<file path="src/rtl/l3_glb_read_scheduler.sv">
// GLB read-port scheduler: per-FIFO pop counters with round-robin arbitration
// over a single valid/ready read port, plus per-FIFO done reporting.
module l3_glb_read_scheduler #(
    parameter int unsigned NUM_FIFO = 32,
    parameter int unsigned CNT_W    = 32,
    parameter int unsigned ID_W     = $clog2(NUM_FIFO)
) (
    input  logic                clk,
    input  logic                rst,
    input  logic [NUM_FIFO-1:0] need_pop_matrix_i,
    input  logic [CNT_W-1:0]    pop_num_matrix_i [NUM_FIFO],
    input  logic [NUM_FIFO-1:0] fifo_ready_matrix_i,
    output logic                glb_rd_req_o,
    output logic [ID_W-1:0]     glb_rd_id_o,
    input  logic                glb_rd_gnt_i,
    output logic [NUM_FIFO-1:0] fifo_done_matrix_o,
    output logic                all_done_o,
    output logic                busy_o
);

    typedef enum logic {StArb, StReq} state_e;

    state_e              state;
    logic [CNT_W-1:0]    rem [NUM_FIFO];
    logic [NUM_FIFO-1:0] done;
    logic [NUM_FIFO-1:0] elig;
    logic [ID_W-1:0]     ptr;
    logic [ID_W-1:0]     cur_id;
    logic [ID_W-1:0]     pick_id;
    logic                pick_vld;
    logic                req;

    always_comb begin
        elig = '0;
        for (int k = 0; k < NUM_FIFO; k++) begin
            elig[k] = (rem[k] != '0) && fifo_ready_matrix_i[k];
        end
    end

    // First eligible index at or above ptr, wrapping modulo NUM_FIFO.
    always_comb begin
        logic [31:0]     j;
        logic [ID_W-1:0] idx;
        pick_vld = 1'b0;
        pick_id  = '0;
        j        = '0;
        idx      = '0;
        for (int unsigned i = 0; i < NUM_FIFO; i++) begin
            j   = (32'(ptr) + i) % NUM_FIFO;
            idx = ID_W'(j);
            if (!pick_vld && elig[idx]) begin
                pick_vld = 1'b1;
                pick_id  = idx;
            end
        end
    end

    always_ff @(posedge clk) begin
        if (rst) begin
            state  <= StArb;
            req    <= 1'b0;
            cur_id <= '0;
            ptr    <= '0;
        end else begin
            unique case (state)
                StArb: begin
                    if (pick_vld) begin
                        cur_id <= pick_id;
                        req    <= 1'b1;
                        state  <= StReq;
                    end
                end
                StReq: begin
                    if (glb_rd_gnt_i) begin
                        req   <= 1'b0;
                        state <= StArb;
                        ptr   <= (cur_id == ID_W'(NUM_FIFO - 1)) ? '0 : cur_id + 1'b1;
                    end
                end
                default: state <= StArb;
            endcase
        end
    end

    // A load beats a same-cycle grant; a count reloaded to zero is never decremented.
    always_ff @(posedge clk) begin
        for (int k = 0; k < NUM_FIFO; k++) begin
            if (rst) begin
                rem[k]  <= '0;
                done[k] <= 1'b0;
            end else if (need_pop_matrix_i[k]) begin
                rem[k]  <= pop_num_matrix_i[k];
                done[k] <= (pop_num_matrix_i[k] == '0);
            end else if (state == StReq && glb_rd_gnt_i && cur_id == ID_W'(k)
                         && rem[k] != '0) begin
                rem[k] <= rem[k] - 1'b1;
                if (rem[k] == CNT_W'(1)) begin
                    done[k] <= 1'b1;
                end
            end
        end
    end

    always_comb begin
        busy_o = 1'b0;
        for (int k = 0; k < NUM_FIFO; k++) begin
            busy_o = busy_o | (rem[k] != '0);
        end
    end

    assign glb_rd_req_o       = req;
    assign glb_rd_id_o        = cur_id;
    assign fifo_done_matrix_o = done;
    assign all_done_o         = &done;

endmodule

</file>
<file path="config.mk">
export PLATFORM = sky130hd
export DESIGN_NAME = l3_glb_read_scheduler
export DESIGN_NICKNAME = d
export VERILOG_FILES = /design/src/rtl/l3_glb_read_scheduler.sv
export SDC_FILE = /design/constraint.sdc
export NUM_CORES = 2
export LEC_CHECK = 0
export BUFFER_PORTS_ARGS = -buffer_cell sky130_fd_sc_hd__clkbuf_2
export CORE_AREA = 2 2 446 448
export CTS_BUF_LIST = sky130_fd_sc_hd__clkbuf_8
export DETAILED_ROUTE_END_ITERATION = 12
export DIE_AREA = 0 0 448 450
export PLACE_DENSITY = 0.53
export SYNTH_ARGS = -nofsm -noshare
export SYNTH_HDL_FRONTEND = slang
export SYNTH_SLANG_ARGS = --single-unit
</file>
<file path="constraint.sdc">
create_clock -name clk -period 5.2 [get_ports clk]
set_input_delay 0.52 -clock clk [delete_from_list [all_inputs] [get_ports clk]]
set_output_delay 0.52 -clock clk [all_outputs]
set_load 0.03 [all_outputs]
</file>
==> flow_summary.toml <==
[synth]
syn_avg_cell_area_um2 = 9.08
muxShareOfSynthArea = 0.00519
synthAdderAreaFrac = 0.0147
synthArstFlopShare = 0
ys_types = 107
yosys.area_share.simple = 0.258
synth-xor-area-share = 0.117
synthFlopType = "edfxtp_1"
ys_seq_area_frac = 0.452
synth_nets = 8878
synth_top_family_by_area = "simple AND/OR/NAND/NOR gates"
synth_cells = 7705
synth_area_mm2 = 0.0699
synth-edff-count = 1024
synth_compound_area_frac = 0.129
ys_ff_latch = 1068
yosysWarnings = 0

[timing]
finalHoldViolations = 0
worst_pin_slew_ps = 1310
finalSetupViolCount = 0
grt_setup_unrepaired = "yes"
fin_skew_ps = 104
slew_headroom = 0.125
max_freq_ghz = 0.193
setup_tns_ps = 0
maxSlewViolCount = 0
min_period_over_period = 0.995
period_needed_ps = 5170

[setup_path]
crit_type = "reg2reg"
end_kind = "flop"
critPathBufInv = 3
path_cells = "inv_2 > ha_4 > or4b_4 > or4_4 > o31a_4 > mux4_2 > buf_4 > a32oi_2 > a31o_2 > nand4_1 > buf_4 > o32a_1 > a2111o_1 > a222oi_1 > nand2_1 > a2111oi_2"
slowest_delay_ps = 590
worst_path_dominant_cell_family = "compound AO/OA/AOI/OAI gates"
cp_data_required_time_ps = 6050
cp_common_cell = "buf_4"
cp_max_fo = 4
arrival_ps = 6030
worstSetupStartpointType = "flop"
cp_slowest_cell = "mux4_2"

[clocking]
clkTransAtPathRegs_ps = 60
cts_inserted_buffers = 197
clock_latency_ps = 1040
root_buffer = "clkbuf_8"
htree_levels = 4
cts_tree = "yes"
cts.sinks = 1068
cts_buffer_depth = 3

[power_and_ir_drop]
switching_share = 0.316
p_leak_nw = 36.3
ir_drop_uv = 199
pwr-share-seq = 0.431
p_comb_frac = 0.231
clockPowerShare = 0.338
pwr_density_cell_mw_per_mm2 = 260
finalPower_w = 0.0253
switchingPower_w = 0.00800
intPower_w = 0.0173

[routing]
dr_total_vias = 73400
dr.pass1.iters = 8
drtAntennaViolNets = 0
vias_per_cell = 5.55
drc = 0
drt_iter0_markers = 6343
drt-wirelength-per-cell_um = 23.2
drt_wl_total_um = 307000

[floorplanning]
fp.dieW_um = 448
dieArea_mm2 = 0.202
coreArea_mm2 = 0.197
num_io_pins = 1131
rows = 163
start_util = 0.356
die_height_um = 450

[grt]
grt_antenna_before_repair = 102
grt_remaining_overflow = 0
track_usage = 0.292
grt_first_pass_wirelength_um = 447000
grt_pass1_vias = 73000
grt_max_degree = 63
met2_usage = 0.463
grt.met3_usage = 0.0571
use_met1 = 0.359
grt.busiest_layer = "met2"

[run]
maxCapViolations = 0

[layout]
final_cell_mix = "1420 x nand2_1, 1129 x clkbuf_2, 1087 x dlygate4sd3_1, 1024 x edfxtp_1, 991 x o21ai_0"
drive_above_1_share = 0.205
mostFrequentLayoutCell = "nand2_1"
syn_to_final_growth_pct = 39.4
nets = 11500

[min_path]
hp-class = "in2reg"

[placed_design]
numPortBuffers = 1130
hpwlAfterDp_um = 234000
gp_congestion = 1.01

[outcome]
status = "finished clean"
[flip-flops by register name, indices dropped and copies added, names as in the netlist]
register / flops
rem: 1024
fifo_done_matrix_o: 32
glb_rd_id_o: 5
ptr: 5
glb_rd_req_o: 1
state: 1
[metrics by stage]
stage	util	setup slack (ps)	std cells	hold slack (ps)	cell area [µm²]
after detailed placement	0.415	-196	11700	483	81700
after floorplan	-	88.1	7705	597	69900
after global routing	0.496	-131	13200	172	97400
final	0.496	25.2	13200	231	97500
after CTS	0.493	-4.10	13100	148	96800
after global placement	0.415	-93.4	11700	487	81700
[power groups by stage]
stage / Sequential, W / Clock, W / Combinational [W]
finish: 0.0109 / 0.00856 / 0.00585
global route: 0.0110 / 0.00912 / 0.00624
CTS: 0.0109 / 0.00877 / 0.00567
detailed placement: 0.0111 / 0 / 0.00491
global placement: 0.0111 / 0 / 0.00492
floorplan: 0.0109 / 0 / 0.00253
[layer usage]
metal  vias to the layer above  share of wire
met1                     35000           0.40
met4                        34          0.073
met3                      1050          0.070
li1                      34000              -
met5                         -        0.00071
met2                      3328           0.45
[final timing paths]
path | start | end | slack, ps | cells past startpoint
setup / recovery | rem[0][97]$_DFFE_PP_ | glb_rd_id_o[3]$_SDFFE_PP0P_ | 30 | 16
hold / removal | rst | rem[1][15]$_SDFFCE_PN0P_ | 230 | 2
hold reg to reg | glb_rd_req_o$_SDFFE_PP0P_ | glb_rd_req_o$_SDFFE_PP0P_ | 500 | 2
setup reg to reg | rem[0][97]$_DFFE_PP_ | glb_rd_id_o[3]$_SDFFE_PP0P_ | 30 | 16
[cell families (layout without fill, tap and decap cells)]
logic type | Yosys count | count (layout)
AND/OR/NAND/NOR | 3674 | 3674
other | 0 | 91
AO/OA/AOI/OAI | 1524 | 1524
flip-flops | 1068 | 1068
XOR/XNOR | 936 | 936
buffers and inverters | 398 | 3204
adder cells (fa/ha/maj) | 82 | 82
multiplexers | 23 | 23
[what timing repair did]
item                                     CTS  global route
pin swaps                                  6            21
endpoints found under the setup margin     5             7
hold buffers                            1087             0
gates resized for setup                   24            60
buffers inserted                           5             8
hold endpoints to repair                1057             0
[synth_stat cells, drive strengths merged (25+ instances only)]
| master | instances | area share |
|---|---|---|
| nand2 | 1421 | 0.076 |
| or4 | 116 | 0.013 |
| o21ai | 996 | 0.071 |
| nor2b | 64 | 0.0057 |
| edfxtp | 1024 | 0.44 |
| nor3 | 344 | 0.025 |
| xnor2 | 574 | 0.072 |
| o31ai | 48 | 0.0056 |
| clkbuf | 291 | 0.016 |
| nand3 | 79 | 0.0057 |
| or3 | 186 | 0.017 |
| and2 | 27 | 0.0025 |
| nor3b | 33 | 0.0035 |
| nor4 | 560 | 0.051 |
| inv | 89 | 0.0048 |
| o221a | 25 | 0.0042 |
| and3 | 37 | 0.0033 |
| a22oi | 28 | 0.0030 |
| dfxtp | 44 | 0.013 |
| a21o | 54 | 0.0058 |
| nand4 | 125 | 0.011 |
| o221ai | 31 | 0.0040 |
| a31oi | 27 | 0.0026 |
| nor2 | 522 | 0.028 |
| a21oi | 125 | 0.0089 |
| xor2 | 362 | 0.045 |
| o31a | 26 | 0.0033 |
| ha | 82 | 0.015 |
| nand2b | 74 | 0.0066 |
[area by class of cell]
class                           instances  area [µm²]
Sequential cell                      1068       31600
Inverter                               89         334
Clock buffer                          231        3180
Multi-Input combinational cell       6239       37200
Antenna cell                           91         228
Tap cell                             2640        3300
Fill cell                           18500       99100
Timing Repair Buffer                 2745       20600
Clock inverter                        139         942
No activity file was read; power rests on OpenSTA's default activity.
